[config.mk]
export PLATFORM = sky130hd
export DESIGN_NAME = trace_capture_ctrl
export DESIGN_NICKNAME = d
export VERILOG_FILES = /design/src/rtl/continuous_monitoring_system_pkg.sv /design/src/rtl/trace_capture_cfg_regs.sv /design/src/rtl/trace_capture_ctrl.sv
export SDC_FILE = /design/constraint.sdc
export NUM_CORES = 1
export LEC_CHECK = 0
export ABC_AREA = 1
export CORE_MARGIN = 1.5
export CORE_UTILIZATION = 35
export CTS_BUF_LIST = sky130_fd_sc_hd__clkbuf_4 sky130_fd_sc_hd__clkbuf_8 sky130_fd_sc_hd__clkbuf_16
export DETAILED_ROUTE_END_ITERATION = 7
export SLEW_MARGIN = 20
export SYNTH_ARGS = -nofsm -noshare
export SYNTH_HDL_FRONTEND = slang
export SYNTH_SLANG_ARGS = --single-unit
[constraint.sdc]
create_clock -name clk -period 10.8 [get_ports clk]
set_input_delay 2.16 -clock clk [delete_from_list [all_inputs] [get_ports clk]]
set_output_delay 2.16 -clock clk [all_outputs]
set_load 0.01 [all_outputs]
[src/rtl/continuous_monitoring_system_pkg.sv]
// Shared types and constants for the continuous monitoring system.
// Holds the trace capture state encoding, config register offsets and
// CTRL register bit positions.
package continuous_monitoring_system_pkg;

    typedef enum logic [1:0] {
        ST_IDLE   = 2'd0,
        ST_ARMED  = 2'd1,
        ST_ACTIVE = 2'd2,
        ST_DONE   = 2'd3
    } trace_ctrl_state_t;

    localparam int unsigned TRACE_CFG_ADDR_W = 2;
    localparam int unsigned TRACE_CFG_DATA_W = 64;

    localparam logic [TRACE_CFG_ADDR_W-1:0] TRACE_CTRL_ADDR_CTRL   = 2'd0;
    localparam logic [TRACE_CFG_ADDR_W-1:0] TRACE_CTRL_ADDR_START  = 2'd1;
    localparam logic [TRACE_CFG_ADDR_W-1:0] TRACE_CTRL_ADDR_STOP   = 2'd2;
    localparam logic [TRACE_CFG_ADDR_W-1:0] TRACE_CTRL_ADDR_BUDGET = 2'd3;

    localparam int unsigned TRACE_CTRL_BIT_ENABLE = 0;
    localparam int unsigned TRACE_CTRL_BIT_BYPASS = 1;
    localparam int unsigned TRACE_CTRL_BIT_CLEAR  = 2;

endpackage

[src/rtl/trace_capture_cfg_regs.sv]
// Config register bank for the trace capture sequencer.
// Ports: clk/rst; cfg_we/cfg_addr/cfg_wdata host write port; state (current
// sequencer state, gates address/budget writes); enable, bypass, clear_pulse
// (one cycle, self-clearing), start_addr, stop_addr, budget.
module trace_capture_cfg_regs
    import continuous_monitoring_system_pkg::*;
#(
    parameter int unsigned PC_WIDTH    = 64,
    parameter int unsigned COUNT_WIDTH = 32
) (
    input  logic                        clk,
    input  logic                        rst,
    input  logic                        cfg_we,
    input  logic [TRACE_CFG_ADDR_W-1:0] cfg_addr,
    input  logic [TRACE_CFG_DATA_W-1:0] cfg_wdata,
    input  trace_ctrl_state_t           state,
    output logic                        enable,
    output logic                        bypass,
    output logic                        clear_pulse,
    output logic [PC_WIDTH-1:0]         start_addr,
    output logic [PC_WIDTH-1:0]         stop_addr,
    output logic [COUNT_WIDTH-1:0]      budget
);

    // Address and budget registers only change while the sequencer is idle.
    always_ff @(posedge clk) begin
        if (rst) begin
            enable      <= 1'b0;
            bypass      <= 1'b0;
            clear_pulse <= 1'b0;
            start_addr  <= '0;
            stop_addr   <= '0;
            budget      <= '0;
        end else begin
            clear_pulse <= 1'b0;
            if (cfg_we) begin
                case (cfg_addr)
                    TRACE_CTRL_ADDR_CTRL: begin
                        enable      <= cfg_wdata[TRACE_CTRL_BIT_ENABLE];
                        bypass      <= cfg_wdata[TRACE_CTRL_BIT_BYPASS];
                        clear_pulse <= cfg_wdata[TRACE_CTRL_BIT_CLEAR];
                    end
                    TRACE_CTRL_ADDR_START:
                        if (state == ST_IDLE) start_addr <= cfg_wdata[PC_WIDTH-1:0];
                    TRACE_CTRL_ADDR_STOP:
                        if (state == ST_IDLE) stop_addr <= cfg_wdata[PC_WIDTH-1:0];
                    TRACE_CTRL_ADDR_BUDGET:
                        if (state == ST_IDLE) budget <= cfg_wdata[COUNT_WIDTH-1:0];
                    default: ;
                endcase
            end
        end
    end

endmodule

[src/rtl/trace_capture_ctrl.sv]
// Run-control sequencer for the instruction-trace path: arms on a start PC,
// captures filter-kept instructions into a single-entry output register,
// stops on a stop PC or an accepted-item budget, and counts drops.
// Ports: clk/rst; cfg_* host write port; pc_valid/pc/drop_instr retire
// stream; trace_valid/trace_pc/trace_ready downstream handshake; state,
// items_captured, items_dropped, overflow, done status.
module trace_capture_ctrl
    import continuous_monitoring_system_pkg::*;
#(
    parameter int unsigned PC_WIDTH    = 64,
    parameter int unsigned COUNT_WIDTH = 32
) (
    input  logic                        clk,
    input  logic                        rst,
    input  logic                        cfg_we,
    input  logic [TRACE_CFG_ADDR_W-1:0] cfg_addr,
    input  logic [TRACE_CFG_DATA_W-1:0] cfg_wdata,
    input  logic                        pc_valid,
    input  logic [PC_WIDTH-1:0]         pc,
    input  logic                        drop_instr,
    output logic                        trace_valid,
    output logic [PC_WIDTH-1:0]         trace_pc,
    input  logic                        trace_ready,
    output logic [1:0]                  state,
    output logic [COUNT_WIDTH-1:0]      items_captured,
    output logic [COUNT_WIDTH-1:0]      items_dropped,
    output logic                        overflow,
    output logic                        done
);

    trace_ctrl_state_t          cur_state;
    trace_ctrl_state_t          nxt_state;
    logic                       enable;
    logic                       bypass;
    logic                       clear_pulse;
    logic [PC_WIDTH-1:0]        start_addr;
    logic [PC_WIDTH-1:0]        stop_addr;
    logic [COUNT_WIDTH-1:0]     budget;

    logic                       accept;
    logic                       start_hit;
    logic                       budget_hit;
    logic                       candidate;
    logic                       stop_hit;
    logic                       load;
    logic                       drop;
    logic [COUNT_WIDTH-1:0]     captured_plus;

    trace_capture_cfg_regs #(
        .PC_WIDTH    (PC_WIDTH),
        .COUNT_WIDTH (COUNT_WIDTH)
    ) u_cfg (
        .clk         (clk),
        .rst         (rst),
        .cfg_we      (cfg_we),
        .cfg_addr    (cfg_addr),
        .cfg_wdata   (cfg_wdata),
        .state       (cur_state),
        .enable      (enable),
        .bypass      (bypass),
        .clear_pulse (clear_pulse),
        .start_addr  (start_addr),
        .stop_addr   (stop_addr),
        .budget      (budget)
    );

    assign accept        = trace_valid && trace_ready;
    assign captured_plus = items_captured + COUNT_WIDTH'(accept && !(&items_captured));
    // Budget compares against the count including this cycle's accept, so the
    // sequencer leaves ACTIVE right after the last budgeted item is taken.
    assign budget_hit    = (budget != '0) && (captured_plus >= budget);
    assign start_hit     = (cur_state == ST_ARMED) && enable && pc_valid && (pc == start_addr);
    assign candidate     = enable && pc_valid && (bypass || !drop_instr) && !budget_hit &&
                           ((cur_state == ST_ACTIVE) || start_hit);
    assign stop_hit      = candidate && (pc == stop_addr);
    assign load          = candidate && (!trace_valid || accept);
    assign drop          = candidate && !load;

    // Next-state logic.
    always_comb begin
        nxt_state = cur_state;
        if (!enable) begin
            nxt_state = ST_IDLE;
        end else begin
            case (cur_state)
                ST_IDLE:   nxt_state = ST_ARMED;
                ST_ARMED:  if (start_hit) nxt_state = (stop_hit || budget_hit) ? ST_DONE : ST_ACTIVE;
                ST_ACTIVE: if (stop_hit || budget_hit) nxt_state = ST_DONE;
                ST_DONE:   nxt_state = ST_DONE;
                default:   nxt_state = ST_IDLE;
            endcase
        end
    end

    // State register, output item register and counters.
    always_ff @(posedge clk) begin
        if (rst) begin
            cur_state      <= ST_IDLE;
            done           <= 1'b0;
            trace_valid    <= 1'b0;
            trace_pc       <= '0;
            items_captured <= '0;
            items_dropped  <= '0;
            overflow       <= 1'b0;
        end else begin
            cur_state <= nxt_state;
            done      <= (nxt_state == ST_DONE);

            // Disabling discards a pending item without counting it.
            if (!enable) begin
                trace_valid <= 1'b0;
            end else if (load) begin
                trace_valid <= 1'b1;
                trace_pc    <= pc;
            end else if (accept) begin
                trace_valid <= 1'b0;
            end

            // Clear has priority over same-cycle accept/drop accounting.
            if (clear_pulse) begin
                items_captured <= '0;
                items_dropped  <= '0;
                overflow       <= 1'b0;
            end else begin
                items_captured <= captured_plus;
                if (drop) begin
                    items_dropped <= items_dropped + COUNT_WIDTH'(!(&items_dropped));
                    overflow      <= 1'b1;
                end
            end
        end
    end

    assign state = cur_state;

endmodule

==> flow_summary.html, run 1 <==
<table>
<tr><th>Metric</th><th>Value</th></tr>
<tr><th colspan="2">CTS</th></tr>
<tr><td>Max H-tree Level</td><td>2</td></tr>
<tr><td>Clock slew at the register clock pins of the worst setup and hold paths</td><td>60 ps</td></tr>
<tr><td>Hold buffers post-CTS</td><td>0</td></tr>
<tr><td>Bufs on Longest Clock Path</td><td>3</td></tr>
<tr><td>Resized cells post-CTS</td><td>0</td></tr>
<tr><td>Cell at the root of the clock tree</td><td>clkbuf_16</td></tr>
<tr><td>CTS tree</td><td>yes</td></tr>
<tr><td>Clock Sinks</td><td>296</td></tr>
<tr><td>Post-CTS setup repair buffer count</td><td>0</td></tr>
<tr><td>Total clock buffers created by CTS</td><td>35</td></tr>
<tr><td>Clock latency at the later pin of the worst-skew pair</td><td>540 ps</td></tr>
<tr><th colspan="2">Yosys</th></tr>
<tr><td>FF+latch count, synth</td><td>296</td></tr>
<tr><td>Library cells used by synthesis</td><td>34</td></tr>
<tr><td>Largest family of logic cells by synthesized area</td><td>simple AND/OR/NAND/NOR gates</td></tr>
<tr><td>Part of the Yosys area used for sequential elements</td><td>41.2%</td></tr>
<tr><td>Mean area per synthesized cell</td><td>7.24 um2</td></tr>
<tr><td>Post-synthesis xor/xnor area fraction</td><td>8.94%</td></tr>
<tr><td>Combined area of all synthesized cells</td><td>14400 um2</td></tr>
<tr><td>Number of cells produced by synthesis</td><td>1989</td></tr>
<tr><td>Yosys warning total</td><td>0</td></tr>
<tr><td>Simple-Gate Fraction of Synth Area</td><td>27.3%</td></tr>
<tr><td>Adder-Cell Fraction of Synth Area</td><td>3.13%</td></tr>
<tr><td>Multiplexer share of the synthesized area</td><td>0%</td></tr>
<tr><td>Mapped Nets</td><td>2161</td></tr>
<tr><td>Compound-gate portion of the synthesized area</td><td>11.9%</td></tr>
<tr><th colspan="2">Critical path</th></tr>
<tr><td>Startpoint type of the worst setup path</td><td>input pin</td></tr>
<tr><td>Startpoint of the worst register-to-register path</td><td>items_captured[16]$_SDFF_PP0_</td></tr>
<tr><td>Class of the most critical setup path</td><td>input pin to flip-flop</td></tr>
<tr><td>R2r endpoint</td><td>trace_pc[3]$_SDFFE_PP0P_</td></tr>
<tr><td>Largest fanout on the critical path</td><td>44</td></tr>
<tr><td>Critical Path Sink Type</td><td>flip-flop</td></tr>
<tr><td>Required arrival time at the worst endpoint</td><td>11180 ps</td></tr>
<tr><td>Length in cells of the worst reg-to-reg path</td><td>32</td></tr>
<tr><td>Minimum setup slack among reg-to-reg paths</td><td>5010 ps</td></tr>
<tr><td>Worst EP arrival</td><td>7660 ps</td></tr>
<tr><th colspan="2">Floorplan</th></tr>
<tr><td>Chip height</td><td>206 um</td></tr>
<tr><td>CORE AREA</td><td>40700 um2</td></tr>
<tr><td>Die span in x</td><td>206 um</td></tr>
<tr><td>Die ar.</td><td>42400 um2</td></tr>
<tr><td>Placement row count</td><td>74</td></tr>
<tr><td>Initial Util</td><td>35.3%</td></tr>
<tr><td>Number of top-level design ports</td><td>269</td></tr>
<tr><th colspan="2">Route</th></tr>
<tr><td>First-pass iteration count of the detailed router</td><td>7</td></tr>
<tr><td>Detailed-route wire length per cell</td><td>17.8 um</td></tr>
<tr><td>Iteration-0 DRC Markers</td><td>928</td></tr>
<tr><td>Via density</td><td>5.05</td></tr>
<tr><td>Total via count after detailed routing</td><td>13900</td></tr>
<tr><td>DRC viols</td><td>0</td></tr>
<tr><td>Routed WL</td><td>49.3 mm</td></tr>
<tr><td>Remaining antenna violation count after routing</td><td>0</td></tr>
<tr><th colspan="2">Finish</th></tr>
<tr><td>Count of inserted antenna diode cells</td><td>0</td></tr>
<tr><td>Layout fillers</td><td>4159</td></tr>
<tr><td>Synthesis-to-finish area growth</td><td>28.9%</td></tr>
<tr><td>Commonest non-fill, non-tap cells in the layout</td><td>378 x nor2_1, 298 x nand2_1, 296 x dfxtp_1</td></tr>
<tr><td>Post-route cell area</td><td>18600 um2</td></tr>
<tr><td>Most common cell after layout, fill and taps aside</td><td>nor2_1</td></tr>
<tr><td>Number of standard cells in the layout, taps in and fillers out</td><td>2762</td></tr>
<tr><td>Fraction of final layout cells sized beyond drive strength 1</td><td>4.66%</td></tr>
<tr><td>Final net count</td><td>2377</td></tr>
<tr><th colspan="2">Run</th></tr>
<tr><td>MaxCap Viol Count</td><td>0</td></tr>
<tr><th colspan="2">Place</th></tr>
<tr><td>Final HPWL DP</td><td>35.3 mm</td></tr>
<tr><td>Number of buffers inserted by port buffering</td><td>268</td></tr>
<tr><td>Weighted congestion at the end of routability-driven global placement</td><td>0.842</td></tr>
<tr><td>Inst Count DP</td><td>2700</td></tr>
<tr><td>Post-Place Cell Area</td><td>17400 um2</td></tr>
<tr><td>Worst slack after detailed placement</td><td>2930 ps</td></tr>
<tr><th colspan="2">STA</th></tr>
<tr><td>Post-route clock period utilization</td><td>67.4%</td></tr>
<tr><td>Clock period minus final worst setup slack</td><td>7280 ps</td></tr>
<tr><td>Slew headroom</td><td>36.2%</td></tr>
<tr><td>Number of max-slew violations in the final report</td><td>0</td></tr>
<tr><td>Slew at the pin closest to its max-slew limit</td><td>956 ps</td></tr>
<tr><td>Final count of negative-setup-slack endpoints</td><td>0</td></tr>
<tr><td>Hold violation total from the final report</td><td>0</td></tr>
<tr><td>Clk_skew</td><td>11.2 ps</td></tr>
<tr><td>Max Fclk</td><td>0.137 GHz</td></tr>
<tr><td>Crit path setup slack, layout</td><td>3520 ps</td></tr>
<tr><td>Total Neg Setup Slack</td><td>0 ps</td></tr>
<tr><td>RSZ-0062 raised after global routing</td><td>false</td></tr>
<tr><th colspan="2">Global routing</th></tr>
<tr><td>Global-route wire length before repair</td><td>75.2 mm</td></tr>
<tr><td>Vias in the first global route</td><td>13200</td></tr>
<tr><td>Antenna violations before repair</td><td>1</td></tr>
<tr><td>Maximum number of pins on one net before global-route repair</td><td>88</td></tr>
<tr><td>All-Layer GR Usage</td><td>23.0%</td></tr>
<tr><td>GRT overflow</td><td>0</td></tr>
<tr><th colspan="2">Pwr</th></tr>
<tr><td>Overall power of the completed layout</td><td>2.61 mW</td></tr>
<tr><td>Peak supply drop</td><td>0.0000943 V</td></tr>
<tr><td>Power per cell area</td><td>140 nW/um2</td></tr>
<tr><td>LEAKAGE</td><td>7.18 nW</td></tr>
<tr><th colspan="2">Run status</th></tr>
<tr><td>Result of the run</td><td>complete, no violations</td></tr>
<tr><th colspan="2">Hold path</th></tr>
<tr><td>Hold WC Path Type</td><td>flip-flop to flip-flop</td></tr>
<tr><td>Endpoint, Worst Hold</td><td>overflow$_SDFFE_PP0P_</td></tr>
<tr><td>Min-delay src</td><td>overflow$_SDFFE_PP0P_</td></tr>
<tr><td>Cell depth of the worst min-delay path</td><td>2</td></tr>
</table>
==> worst max-delay path, stage by stage <==
cell,delay (ps)
clkdlybuf4s50_1,490
nand2_1,150
a41oi_1,200
ha_1,230
nand4_1,180
nor2_1,210
nand3_1,120
nor2_1,200
nand4_1,190
nor2_1,220
nand4_1,120
xor2_1,200
inv_1,70
ha_1,280
a21oi_1,150
o21a_1,130
nand2_1,50
a21oi_1,110
nand2_1,120
a21oi_4,130
buf_4,460
nand3_2,710
buf_4,550
nand2_1,130
a21oi_1,60
==> cell families (layout without fill, tap and decap cells) <==
logic type / after synthesis / count (layout)
XOR/XNOR: 147 / 147
AND/OR/NAND/NOR: 911 / 911
adder cells (fa/ha/maj): 36 / 36
buffers and inverters: 262 / 503
flip-flops: 296 / 296
AO/OA/AOI/OAI: 337 / 337
==> stage by stage <==
| stage | hold slack [ps] | utilization, % |
|---|---|---|
| after global placement | 442 | 42.6 |
| after CTS | 459 | 45.6 |
| after global routing | 476 | 45.6 |
| final | 453 | 45.6 |
| after floorplan | 430 | - |
| after detailed placement | 451 | 42.6 |
==> routing by layer <==
layer | GRT usage, % | up-vias | part of all wire, %
met3 | 4.29 | 72 | 5.4
met5 | 0 | - | 0
met2 | 37.1 | 410 | 46
met1 | 31.1 | 6503 | 46
met4 | 6.96 | 0 | 2.7
li1 | - | 6958 | -
==> registers in the layout, indices dropped and copies added, names as in the netlist, 2 cells and up <==
register          flops
u_cfg.budget         32
trace_pc             64
state                 2
items_captured       32
items_dropped        32
u_cfg.start_addr     64
u_cfg.stop_addr      64
==> report_power, final <==
group | internal (mW) | switching, mW | total, mW
sequential | 1.12 | 0.0178 | 1.14
clock | 0.731 | 0.486 | 1.22
combinational | 0.103 | 0.143 | 0.247
==> how the worst max path moves through the flow <==
stage,end,startpoint,depth (start not counted),slack [ps]
global placement,trace_pc[11]$_SDFFE_PP0P_,trace_ready,30,3030
CTS,trace_pc[3]$_SDFFE_PP0P_,trace_ready,30,3480
global route,trace_pc[3]$_SDFFE_PP0P_,trace_ready,30,3000
floorplan,trace_pc[10]$_SDFFE_PP0P_,trace_ready,29,5380
finish,trace_pc[3]$_SDFFE_PP0P_,trace_ready,25,3520
detailed placement,trace_pc[56]$_SDFFE_PP0P_,trace_ready,25,2930
==> area by class of cell <==
class                   instances  area, um2  area share [%]
clock inverters                12        130           0.701
clock buffers                  50       1060            5.69
inverters                     160        603            3.25
flip-flops and latches        296       5930            31.9
well taps                     532        666            3.59
multi-input cells            1431       7400            39.9
repair buffers                281       2780            15.0
==> cells in the mapped netlist, drive strengths merged <==
library cell,instances,share of area [%]
clkinv,3,0.078
nand2,301,7.9
a41oi,1,0.061
ha,36,3.1
buf,31,1.6
nand3,33,1.2
inv,157,4.1
xnor2,68,4.1
o21a,1,0.052
a21o,3,0.16
or3,1,0.043
clkbuf,71,1.9
xor2,79,4.8
nor3,43,1.5
nor2,380,9.9
o22ai,4,0.17
a21oi,157,5.5
o21ai,171,5.9
nor4,9,0.43
nand4,128,5.6
and3,1,0.043
dfxtp,296,41
nand3b,1,0.052
or2,14,0.61
Power figures use the tool's default switching activity.
==> run 2, diff against run 1 <==
- clock period: 10.8 -> 7.3 ns (I/O delays scaled with it)
==> flow_summary.html, run 2 (synthesized netlist as in run 1, its figures left out) <==
<table>
<tr><th>Metric</th><th>Value</th></tr>
<tr><th colspan="2">STA</th></tr>
<tr><td>Clk_skew</td><td>11.5 ps (+0.225 ps)</td></tr>
<tr><td>Final count of negative-setup-slack endpoints</td><td>0 (unchanged)</td></tr>
<tr><td>Clock period minus final worst setup slack</td><td>5790 ps</td></tr>
<tr><td>Number of max-slew violations in the final report</td><td>0 (unchanged)</td></tr>
<tr><td>RSZ-0062 raised after global routing</td><td>false</td></tr>
<tr><td>Crit path setup slack, layout</td><td>1510 ps (-2010 ps)</td></tr>
<tr><td>Max Fclk</td><td>0.173 GHz</td></tr>
<tr><td>Hold violation total from the final report</td><td>0 (unchanged)</td></tr>
<tr><td>Slew headroom</td><td>36.9% (+0.77 points)</td></tr>
<tr><td>Total Neg Setup Slack</td><td>0 ps (unchanged)</td></tr>
<tr><td>Slew at the pin closest to its max-slew limit</td><td>945 ps (-11.5 ps)</td></tr>
<tr><td>Post-route clock period utilization</td><td>79.3%</td></tr>
<tr><td>Final Hold Slack</td><td>453 ps (-0.208 ps)</td></tr>
<tr><th colspan="2">Floorplan</th></tr>
<tr><td>Die span in x</td><td>206 um (unchanged)</td></tr>
<tr><td>Chip height</td><td>206 um (unchanged)</td></tr>
<tr><td>Initial Util</td><td>35.3% (unchanged)</td></tr>
<tr><td>CORE AREA</td><td>40700 um2 (unchanged)</td></tr>
<tr><td>Placement row count</td><td>74 (unchanged)</td></tr>
<tr><td>Number of top-level design ports</td><td>269 (unchanged)</td></tr>
<tr><td>Die ar.</td><td>42400 um2 (unchanged)</td></tr>
<tr><th colspan="2">Route</th></tr>
<tr><td>DRC viols</td><td>0 (unchanged)</td></tr>
<tr><td>Iteration-0 DRC Markers</td><td>856 (-7.8%)</td></tr>
<tr><td>Total via count after detailed routing</td><td>13800 (-0.71%)</td></tr>
<tr><td>Routed WL</td><td>49.2 mm (-0.16%)</td></tr>
<tr><td>Via density</td><td>5.00 (-0.89%)</td></tr>
<tr><td>Detailed-route wire length per cell</td><td>17.8 um (-0.34%)</td></tr>
<tr><td>Remaining antenna violation count after routing</td><td>0 (unchanged)</td></tr>
<tr><td>First-pass iteration count of the detailed router</td><td>5 (-2)</td></tr>
<tr><th colspan="2">Finish</th></tr>
<tr><td>Post-route core utilization</td><td>45.7% (+0.17 points)</td></tr>
<tr><td>Fraction of final layout cells sized beyond drive strength 1</td><td>4.83% (+0.17 points)</td></tr>
<tr><td>Final net count</td><td>2379 (+0.084%)</td></tr>
<tr><td>Largest registers</td><td>trace_pc x64, u_cfg.start_addr x64, u_cfg.stop_addr x64</td></tr>
<tr><td>Layout fillers</td><td>4112 (-1.1%)</td></tr>
<tr><td>Most common cell after layout, fill and taps aside</td><td>nor2_1</td></tr>
<tr><td>Post-route cell area</td><td>18600 um2 (+0.37%)</td></tr>
<tr><td>Number of standard cells in the layout, taps in and fillers out</td><td>2767 (+0.18%)</td></tr>
<tr><td>Synthesis-to-finish area growth</td><td>29.4%</td></tr>
<tr><td>Commonest non-fill, non-tap cells in the layout</td><td>378 x nor2_1, 298 x nand2_1, 296 x dfxtp_1</td></tr>
<tr><th colspan="2">Critical path</th></tr>
<tr><td>Critical Path Sink Type</td><td>flip-flop</td></tr>
<tr><td>Class of the most critical setup path</td><td>input pin to flip-flop</td></tr>
<tr><td>Required arrival time at the worst endpoint</td><td>7690 ps (-3490 ps)</td></tr>
<tr><td>Largest fanout on the critical path</td><td>35 (-20%)</td></tr>
<tr><td>Startpoint of the worst register-to-register path</td><td>items_captured[17]$_SDFF_PP0_</td></tr>
<tr><td>Worst EP arrival</td><td>6180 ps (-1480 ps)</td></tr>
<tr><td>Startpoint type of the worst setup path</td><td>input pin</td></tr>
<tr><td>R2r endpoint</td><td>items_dropped[19]$_SDFFE_PP0P_</td></tr>
<tr><td>Length in cells of the worst reg-to-reg path</td><td>30 (-6.3%)</td></tr>
<tr><td>Minimum setup slack among reg-to-reg paths</td><td>2380 ps (-2630 ps)</td></tr>
<tr><th colspan="2">Global routing</th></tr>
<tr><td>Vias in the first global route</td><td>13100 (-0.35%)</td></tr>
<tr><td>Antenna violations before repair</td><td>2 (+1)</td></tr>
<tr><td>Maximum number of pins on one net before global-route repair</td><td>70 (-20%)</td></tr>
<tr><td>All-Layer GR Usage</td><td>23.0% (about the same)</td></tr>
<tr><td>GRT overflow</td><td>0 (unchanged)</td></tr>
<tr><td>Global-route wire length before repair</td><td>75.1 mm (-0.12%)</td></tr>
<tr><th colspan="2">Pwr</th></tr>
<tr><td>LEAKAGE</td><td>7.22 nW (+0.53%)</td></tr>
<tr><td>Peak supply drop</td><td>0.000167 V (+77%)</td></tr>
<tr><td>Overall power of the completed layout</td><td>3.92 mW (+51%)</td></tr>
<tr><td>Power per cell area</td><td>211 nW/um2 (+50%)</td></tr>
<tr><th colspan="2">Place</th></tr>
<tr><td>Weighted congestion at the end of routability-driven global placement</td><td>0.897 (+6.5%)</td></tr>
<tr><td>Post-Place Cell Area</td><td>17400 um2 (about the same)</td></tr>
<tr><td>Final HPWL DP</td><td>35.3 mm (about the same)</td></tr>
<tr><td>Worst slack after detailed placement</td><td>944 ps (-1980 ps)</td></tr>
<tr><td>Inst Count DP</td><td>2701 (+0.037%)</td></tr>
<tr><td>Number of buffers inserted by port buffering</td><td>268 (unchanged)</td></tr>
<tr><th colspan="2">Hold path</th></tr>
<tr><td>Endpoint, Worst Hold</td><td>overflow$_SDFFE_PP0P_</td></tr>
<tr><td>Min-delay src</td><td>overflow$_SDFFE_PP0P_</td></tr>
<tr><td>Hold WC Path Type</td><td>flip-flop to flip-flop</td></tr>
<tr><td>Cell depth of the worst min-delay path</td><td>2 (unchanged)</td></tr>
<tr><th colspan="2">CTS</th></tr>
<tr><td>Clock slew at the register clock pins of the worst setup and hold paths</td><td>60 ps (about the same)</td></tr>
<tr><td>Total clock buffers created by CTS</td><td>36 (+2.9%)</td></tr>
<tr><td>Bufs on Longest Clock Path</td><td>3 (unchanged)</td></tr>
<tr><td>Clock Sinks</td><td>296 (unchanged)</td></tr>
<tr><td>Clock latency at the later pin of the worst-skew pair</td><td>550 ps (about the same)</td></tr>
<tr><td>Max H-tree Level</td><td>2 (unchanged)</td></tr>
<tr><td>Post-CTS setup repair buffer count</td><td>0 (unchanged)</td></tr>
<tr><td>Resized cells post-CTS</td><td>0 (unchanged)</td></tr>
<tr><td>Hold buffers post-CTS</td><td>0 (unchanged)</td></tr>
<tr><td>CTS tree</td><td>yes</td></tr>
<tr><td>Cell at the root of the clock tree</td><td>clkbuf_16</td></tr>
<tr><th colspan="2">Run</th></tr>
<tr><td>MaxCap Viol Count</td><td>0 (unchanged)</td></tr>
<tr><th colspan="2">Run status</th></tr>
<tr><td>Result of the run</td><td>complete, no violations</td></tr>
</table>
[run 2: routing by layer]
metal	global-route usage [%]	part of all wire, %	vias up
li1	-	-	6956
met1	30.3	46	6468
met2	37.5	46	344
met3	3.96	5.0	74
met4	8.59	3.0	2
met5	0.595	0.061	-
[run 2: worst max path at each step]
| stage | start | end | slack (ps) | cells past startpoint |
|---|---|---|---|---|
| 2_1_floorplan | trace_ready | trace_pc[10]$_SDFFE_PP0P_ | 2580 | 29 |
| 3_3_place_gp | trace_ready | items_dropped[0]$_SDFFE_PP0P_ | 1100 | 28 |
| 3_5_place_dp | trace_ready | items_dropped[19]$_SDFFE_PP0P_ | 940 | 23 |
| 4_1_cts | trace_ready | items_dropped[19]$_SDFFE_PP0P_ | 1470 | 23 |
| 5_1_grt | trace_ready | items_dropped[31]$_SDFFE_PP0P_ | 910 | 23 |
| 6_report | trace_ready | items_dropped[19]$_SDFFE_PP0P_ | 1510 | 23 |
[run 2: final cells by class]
type	instances	area, um2	share of cell area [%]
clock inverters	8	100	0.537
diodes	1	2.50	0.0134
inverters	160	603	3.24
repair buffers	282	2780	14.9
well taps	532	666	3.57
flip-flops and latches	296	5930	31.8
multi-input cells	1431	7400	39.7
clock buffers	57	1140	6.15
[run 2: power breakdown]
| part | total, mW | internal (mW) | switching, mW |
|---|---|---|---|
| combinational | 0.362 | 0.153 | 0.209 |
| clock | 1.87 | 1.15 | 0.724 |
| sequential | 1.69 | 1.66 | 0.0269 |
| total | 3.92 | 2.97 | 0.960 |
[run 2: critical path: stages]
cell             delay (ps)
clkdlybuf4s50_1         490
nand2_1                 170
a41oi_1                 210
ha_1                    220
nand4_1                 190
nor2_1                  210
nand3_1                 120
nor2_1                  230
nand4_1                 180
nor2_1                  230
nand4_1                 130
xor2_1                  210
inv_1                    70
ha_1                    290
a21oi_1                 160
o21a_1                  130
nand2_1                  50
a21oi_1                 110
nand2_1                 150
a21oi_4                 230
nand3_2                 590
nand2_1                 240
a21oi_1                  90
==> run 3, diff against run 2 <==
- clock period: 7.3 -> 5.4 ns (I/O delays scaled with it)
==> flow_summary.html, run 3 (synthesized netlist as in run 1, its figures left out) <==
<table>
<tr><th>Metric</th><th>Value</th></tr>
<tr><th colspan="2">Run status</th></tr>
<tr><td>Result of the run</td><td>complete, no violations</td></tr>
<tr><th colspan="2">Hold path</th></tr>
<tr><td>Hold WC Path Type</td><td>flip-flop to flip-flop</td></tr>
<tr><th colspan="2">Critical path</th></tr>
<tr><td>Maximum cell stage delay along the critical path</td><td>490 ps (-100 ps)</td></tr>
<tr><td>Buffering stage count on the worst path with inverters included</td><td>4 (+2)</td></tr>
<tr><td>Most Frequent Cell on Critical Path</td><td>nand2_1</td></tr>
<tr><td>Count of cell instances traversed by the critical path</td><td>25 (+8.7%)</td></tr>
<tr><td>Critical Path Sink Type</td><td>flip-flop</td></tr>
<tr><td>Largest fanout on the critical path</td><td>45 (+29%)</td></tr>
<tr><td>Delay-heaviest family, CP</td><td>simple AND/OR/NAND/NOR gates</td></tr>
<tr><td>Worst EP arrival</td><td>5320 ps (-860 ps)</td></tr>
<tr><td>Minimum setup slack among reg-to-reg paths</td><td>780 ps (-1600 ps)</td></tr>
<tr><td>Class of the most critical setup path</td><td>input pin to flip-flop</td></tr>
<tr><td>Length in cells of the worst reg-to-reg path</td><td>32 (+6.7%)</td></tr>
<tr><td>Crit-path slowest cell</td><td>clkdlybuf4s50_1</td></tr>
<tr><td>Worst setup path startpoint</td><td>trace_ready</td></tr>
<tr><td>Startpoint of the worst register-to-register path</td><td>items_captured[16]$_SDFF_PP0_</td></tr>
<tr><td>Startpoint type of the worst setup path</td><td>input pin</td></tr>
<tr><td>Required arrival time at the worst endpoint</td><td>5790 ps (-1900 ps)</td></tr>
<tr><td>CP endpoint</td><td>trace_pc[0]$_SDFFE_PP0P_</td></tr>
<tr><td>R2r endpoint</td><td>trace_pc[0]$_SDFFE_PP0P_</td></tr>
<tr><th colspan="2">CTS</th></tr>
<tr><td>CTS tree</td><td>yes</td></tr>
<tr><td>Total clock buffers created by CTS</td><td>36 (unchanged)</td></tr>
<tr><td>Hold buffers post-CTS</td><td>0 (unchanged)</td></tr>
<tr><td>Clock slew at the register clock pins of the worst setup and hold paths</td><td>60 ps (about the same)</td></tr>
<tr><td>Max H-tree Level</td><td>2 (unchanged)</td></tr>
<tr><td>Bufs on Longest Clock Path</td><td>3 (unchanged)</td></tr>
<tr><td>Cell at the root of the clock tree</td><td>clkbuf_16</td></tr>
<tr><td>Post-CTS setup repair buffer count</td><td>0 (unchanged)</td></tr>
<tr><td>Resized cells post-CTS</td><td>0 (unchanged)</td></tr>
<tr><td>Clock Sinks</td><td>296 (unchanged)</td></tr>
<tr><td>Clock latency at the later pin of the worst-skew pair</td><td>550 ps (about the same)</td></tr>
<tr><th colspan="2">Floorplan</th></tr>
<tr><td>Die span in x</td><td>206 um (unchanged)</td></tr>
<tr><td>Die ar.</td><td>42400 um2 (unchanged)</td></tr>
<tr><td>Chip height</td><td>206 um (unchanged)</td></tr>
<tr><td>Initial Util</td><td>35.3% (unchanged)</td></tr>
<tr><td>Placement row count</td><td>74 (unchanged)</td></tr>
<tr><td>Number of top-level design ports</td><td>269 (unchanged)</td></tr>
<tr><td>CORE AREA</td><td>40700 um2 (unchanged)</td></tr>
<tr><th colspan="2">Route</th></tr>
<tr><td>Iteration-0 DRC Markers</td><td>865 (+1.1%)</td></tr>
<tr><td>Remaining antenna violation count after routing</td><td>0 (unchanged)</td></tr>
<tr><td>Total via count after detailed routing</td><td>13900 (+0.46%)</td></tr>
<tr><td>Routed WL</td><td>49.2 mm (about the same)</td></tr>
<tr><td>Via density</td><td>5.00 (about the same)</td></tr>
<tr><td>Detailed-route wire length per cell</td><td>17.7 um (-0.50%)</td></tr>
<tr><td>DRC viols</td><td>0 (unchanged)</td></tr>
<tr><td>First-pass iteration count of the detailed router</td><td>5 (unchanged)</td></tr>
<tr><th colspan="2">Finish</th></tr>
<tr><td>Most common cell after layout, fill and taps aside</td><td>nor2_1</td></tr>
<tr><td>Synthesis-to-finish area growth</td><td>30.5%</td></tr>
<tr><td>Layout fillers</td><td>4135 (+0.56%)</td></tr>
<tr><td>Multi-input gate area in the final layout</td><td>7400 um2 (unchanged)</td></tr>
<tr><td>Final net count</td><td>2398 (+0.80%)</td></tr>
<tr><td>Fraction of final layout cells sized beyond drive strength 1</td><td>5.43% (+0.59 points)</td></tr>
<tr><td>Commonest non-fill, non-tap cells in the layout</td><td>378 x nor2_1, 298 x nand2_1, 296 x dfxtp_1</td></tr>
<tr><td>Largest registers</td><td>trace_pc x64, u_cfg.start_addr x64, u_cfg.stop_addr x64</td></tr>
<tr><td>Storage cell area</td><td>5930 um2 (unchanged)</td></tr>
<tr><td>Post-route cell area</td><td>18800 um2 (+0.84%)</td></tr>
<tr><th colspan="2">Global routing</th></tr>
<tr><td>GRT overflow</td><td>0 (unchanged)</td></tr>
<tr><td>All-Layer GR Usage</td><td>23.1% (+0.096 points)</td></tr>
<tr><td>Maximum number of pins on one net before global-route repair</td><td>71 (+1.4%)</td></tr>
<tr><td>Antenna violations before repair</td><td>3 (+1)</td></tr>
<tr><td>Vias in the first global route</td><td>13300 (+1.5%)</td></tr>
<tr><td>Global-route wire length before repair</td><td>75.8 mm (+0.85%)</td></tr>
<tr><th colspan="2">STA</th></tr>
<tr><td>Clock period minus final worst setup slack</td><td>4930 ps</td></tr>
<tr><td>Final count of negative-setup-slack endpoints</td><td>0 (unchanged)</td></tr>
<tr><td>Max Fclk</td><td>0.203 GHz</td></tr>
<tr><td>Post-route clock period utilization</td><td>91.3%</td></tr>
<tr><td>Final Hold Slack</td><td>452 ps (-0.906 ps)</td></tr>
<tr><td>Number of max-slew violations in the final report</td><td>0 (unchanged)</td></tr>
<tr><td>RSZ-0062 raised after global routing</td><td>false</td></tr>
<tr><td>Hold violation total from the final report</td><td>0 (unchanged)</td></tr>
<tr><td>Slew at the pin closest to its max-slew limit</td><td>1100 ps (+155 ps)</td></tr>
<tr><td>Clk_skew</td><td>25.2 ps (+13.7 ps)</td></tr>
<tr><td>Slew headroom</td><td>26.7% (-10 points)</td></tr>
<tr><th colspan="2">Place</th></tr>
<tr><td>Weighted congestion at the end of routability-driven global placement</td><td>0.921 (+2.8%)</td></tr>
<tr><td>Post-Place Cell Area</td><td>17600 um2 (+1.3%)</td></tr>
<tr><td>Number of buffers inserted by port buffering</td><td>268 (unchanged)</td></tr>
<tr><td>Final HPWL DP</td><td>36.0 mm (+2.0%)</td></tr>
<tr><th colspan="2">Pwr</th></tr>
<tr><td>Power per cell area</td><td>278 nW/um2 (+32%)</td></tr>
<tr><td>Overall power of the completed layout</td><td>5.23 mW (+33%)</td></tr>
<tr><td>Peak supply drop</td><td>0.000198 V (+18%)</td></tr>
<tr><td>LEAKAGE</td><td>7.31 nW (+1.2%)</td></tr>
<tr><th colspan="2">Run</th></tr>
<tr><td>MaxCap Viol Count</td><td>0 (unchanged)</td></tr>
</table>
run 3: per-layer routing:
| metal | GRT usage, % | part of all wire (%) | vias up |
|---|---|---|---|
| li1 | - | - | 6989 |
| met1 | 30.3 | 46 | 6503 |
| met2 | 38.3 | 46 | 335 |
| met3 | 4.47 | 5.0 | 78 |
| met4 | 6.65 | 2.4 | 2 |
| met5 | 0 | 0.026 | - |
run 3: how the worst min path moves through the flow:
| stage | to | from | slack (ps) | depth (start not counted) |
|---|---|---|---|---|
| after detailed placement | u_cfg.bypass$_SDFFE_PP0P_ | u_cfg.bypass$_SDFFE_PP0P_ | 450 | 2 |
| after floorplan | u_cfg.bypass$_SDFFE_PP0P_ | u_cfg.bypass$_SDFFE_PP0P_ | 430 | 2 |
| after CTS | u_cfg.bypass$_SDFFE_PP0P_ | u_cfg.bypass$_SDFFE_PP0P_ | 460 | 2 |
| after global routing | trace_pc[33]$_SDFFE_PP0P_ | trace_pc[33]$_SDFFE_PP0P_ | 480 | 2 |
| final | u_cfg.bypass$_SDFFE_PP0P_ | u_cfg.bypass$_SDFFE_PP0P_ | 450 | 2 |
| after global placement | overflow$_SDFFE_PP0P_ | overflow$_SDFFE_PP0P_ | 440 | 2 |
run 3: metrics by stage:
stage / util (%) / worst slack [ps] / TNS (ps) / std cells
5_1_grt: 46.1 / 54.2 / 0 / 2781
2_1_floorplan: - / 1060 / 0 / 1989
3_5_place_dp: 43.2 / -129 / -8600 / 2720
6_report: 46.1 / 468 / 0 / 2782
3_3_place_gp: 43.2 / -1.32 / -1.95 / 2720
4_1_cts: 46.1 / 452 / 0 / 2780
run 3: layout make-up:
type | instances | area share [%]
clock buffer | 47 | 5.47
sequential | 296 | 31.5
clock inverter | 13 | 0.826
tap | 532 | 3.54
multi-input combinational | 1431 | 39.4
antenna | 2 | 0.0266
timing repair buffer | 301 | 16.0
inverter | 160 | 3.20
run 3: tightest hold or removal path, cell delays in order (launching register included):
cell and delay, ps:
dfxtp_1 290, inv_1 60, a21oi_1 50
run 3: where the power goes:
part | leakage [nW] | switching [mW] | internal, mW
clock | 0.597 | 0.971 | 1.48
combinational | 4.30 | 0.284 | 0.211
sequential | 2.40 | 0.0355 | 2.25
total | 7.31 | 1.29 | 3.94
==> patch: new RTL, flow settings as in run 2 <==
`TRACE_CFG_ADDR_W`: 2 -> 3.
--- a/src/rtl/continuous_monitoring_system_pkg.sv
+++ b/src/rtl/continuous_monitoring_system_pkg.sv
@@ -10,7 +10,7 @@
         ST_DONE   = 2'd3
     } trace_ctrl_state_t;
 
-    localparam int unsigned TRACE_CFG_ADDR_W = 2;
+    localparam int unsigned TRACE_CFG_ADDR_W = 3;
     localparam int unsigned TRACE_CFG_DATA_W = 64;
 
     localparam logic [TRACE_CFG_ADDR_W-1:0] TRACE_CTRL_ADDR_CTRL   = 2'd0;
Ports: changed (resized cfg_addr); port bits go from 269 to 270. The function was not compared with the original's and may differ.
==> patch against run 2 <==
- worst setup slack worse by 45 ps
- cell count up 1.3%
- global-route usage about the same
- sequential cell count unchanged
- design area up 0.73%
- synthesized cell count up 1.9%
- total power down 2.1%
- routed wire length up 0.50%
- area after synthesis up 0.43%
- clock skew up 9.9 ps
- maximum frequency down 0.77%
- die area up 0.43%
- critical path type unchanged
- largest power group unchanged
==> patch: results (changes against run 2) <==
[outcome]
status=completed  ; unchanged

[yosys]
netlist_top_cells_count=nor2_1, nand2_1, dfxtp_1  ; unchanged
yosysUniqueCellTypes=32  ; was 34
yosysSeqAreaShare_pct=41.0  ; was 41.2%

[worst_setup_path]
r2r-start=items_captured[24]  ; was items_captured[17]
arrival_ps=6290  ; was 6180 ps
rrSetupSlack_ps=2100  ; was 2380 ps
crit_path_top_delay_cell=clkdlybuf4s50_1  ; was nand3_2

[timing]
fmax_mhz=171  ; was 173 MHz
fin_worst_skew_ps=21.4  ; was 11.5 ps

[finish]
nets=2418  ; was 2379
drive_above_1_share_pct=4.85  ; was 4.83%

[detailed_routing]
viasPerCell=5.00  ; about the same
dr.first_iter.drc_count=895  ; was 856

[placed_design]
dpl.hpwl_um=35500  ; was 35300 um
placed_cells=2740  ; was 2701
placed_cell_area_mm2=0.0175  ; was 0.0174 mm^2
portBuffers=269  ; was 268

[power]
p_leak_nw=7.21  ; was 7.22 nW
p_sw_mw=0.937  ; was 0.960 mW

[global_route]
grt_max_degree=100  ; was 70
met2_usage_pct=37.9  ; was 37.5%
met1_usage_pct=30.1  ; was 30.3%
grt_pass1_wl_um=76100  ; was 75100 um
antenna_found_initial=3  ; was 2

[clock_tree]
numCtsBuffers=35  ; was 36

==> patch: logic make-up (layout without fill, tap and decap cells) <==
group                      Yosys count  after routing  synth area share, %
and+or+nand+nor                    929            929                 27.8
AOI/OAI and AO/OA                  343            343                 12.1
DFF                                296            296                 41.0
buffers and inverters              285            528                 7.71
xor gates and xnor gates           138            138                 8.36
adders and majority gates           36             36                 3.11
other                                0              1                    0
==> patch: tightest hold or removal path, delay by kind of cell (launching register included) <==
| kind | cells | cell delay, ps |
|---|---|---|
| buffers and inverters | 1 | 40 |
| flip-flops | 1 | 300 |
| AO/OA/AOI/OAI | 1 | 50 |
==> patch: cell type report <==
| class | instances | area, um^2 |
|---|---|---|
| Multi-Input combinational cell | 1446 | 7460 |
| Antenna cell | 1 | 2.50 |
| Fill cell | 4036 | 22100 |
| Timing Repair Buffer | 285 | 2810 |
| Clock inverter | 13 | 174 |
| Inverter | 181 | 681 |
| Tap cell | 532 | 666 |
| Sequential cell | 296 | 5930 |
| Clock buffer | 49 | 1050 |
==> patch: path summary, 6_finish.rpt <==
path	to	depth (start not counted)
hold reg to reg	overflow	2
setup reg to reg	trace_pc[24]	27
hold / removal	overflow	2
setup / recovery	trace_pc[24]	25
==> patch: routing by layer <==
layer  part of all wire [%]  up-vias
met5                  0.049        -
met4                    3.3        4
met3                    5.4       95
met2                     46      389
met1                     45     6460
li1                       -     7080
==> patch: per-stage QoR <==
stage          utilization, %  total power, mW
4_1_cts                  45.9             3.88
3_3_place_gp             42.9             2.02
3_5_place_dp             43.0             2.02
5_1_grt                  46.0             3.98
2_1_floorplan               -             1.85
6_report                 46.0             3.84
==> patch: power by group through the flow <==
stage	sequential, mW	combinational (mW)	clock, mW
6_report	1.67	0.322	1.85
5_1_grt	1.67	0.355	1.96
4_1_cts	1.66	0.325	1.89
3_5_place_dp	1.70	0.324	0
3_3_place_gp	1.70	0.321	0
2_1_floorplan	1.70	0.157	0
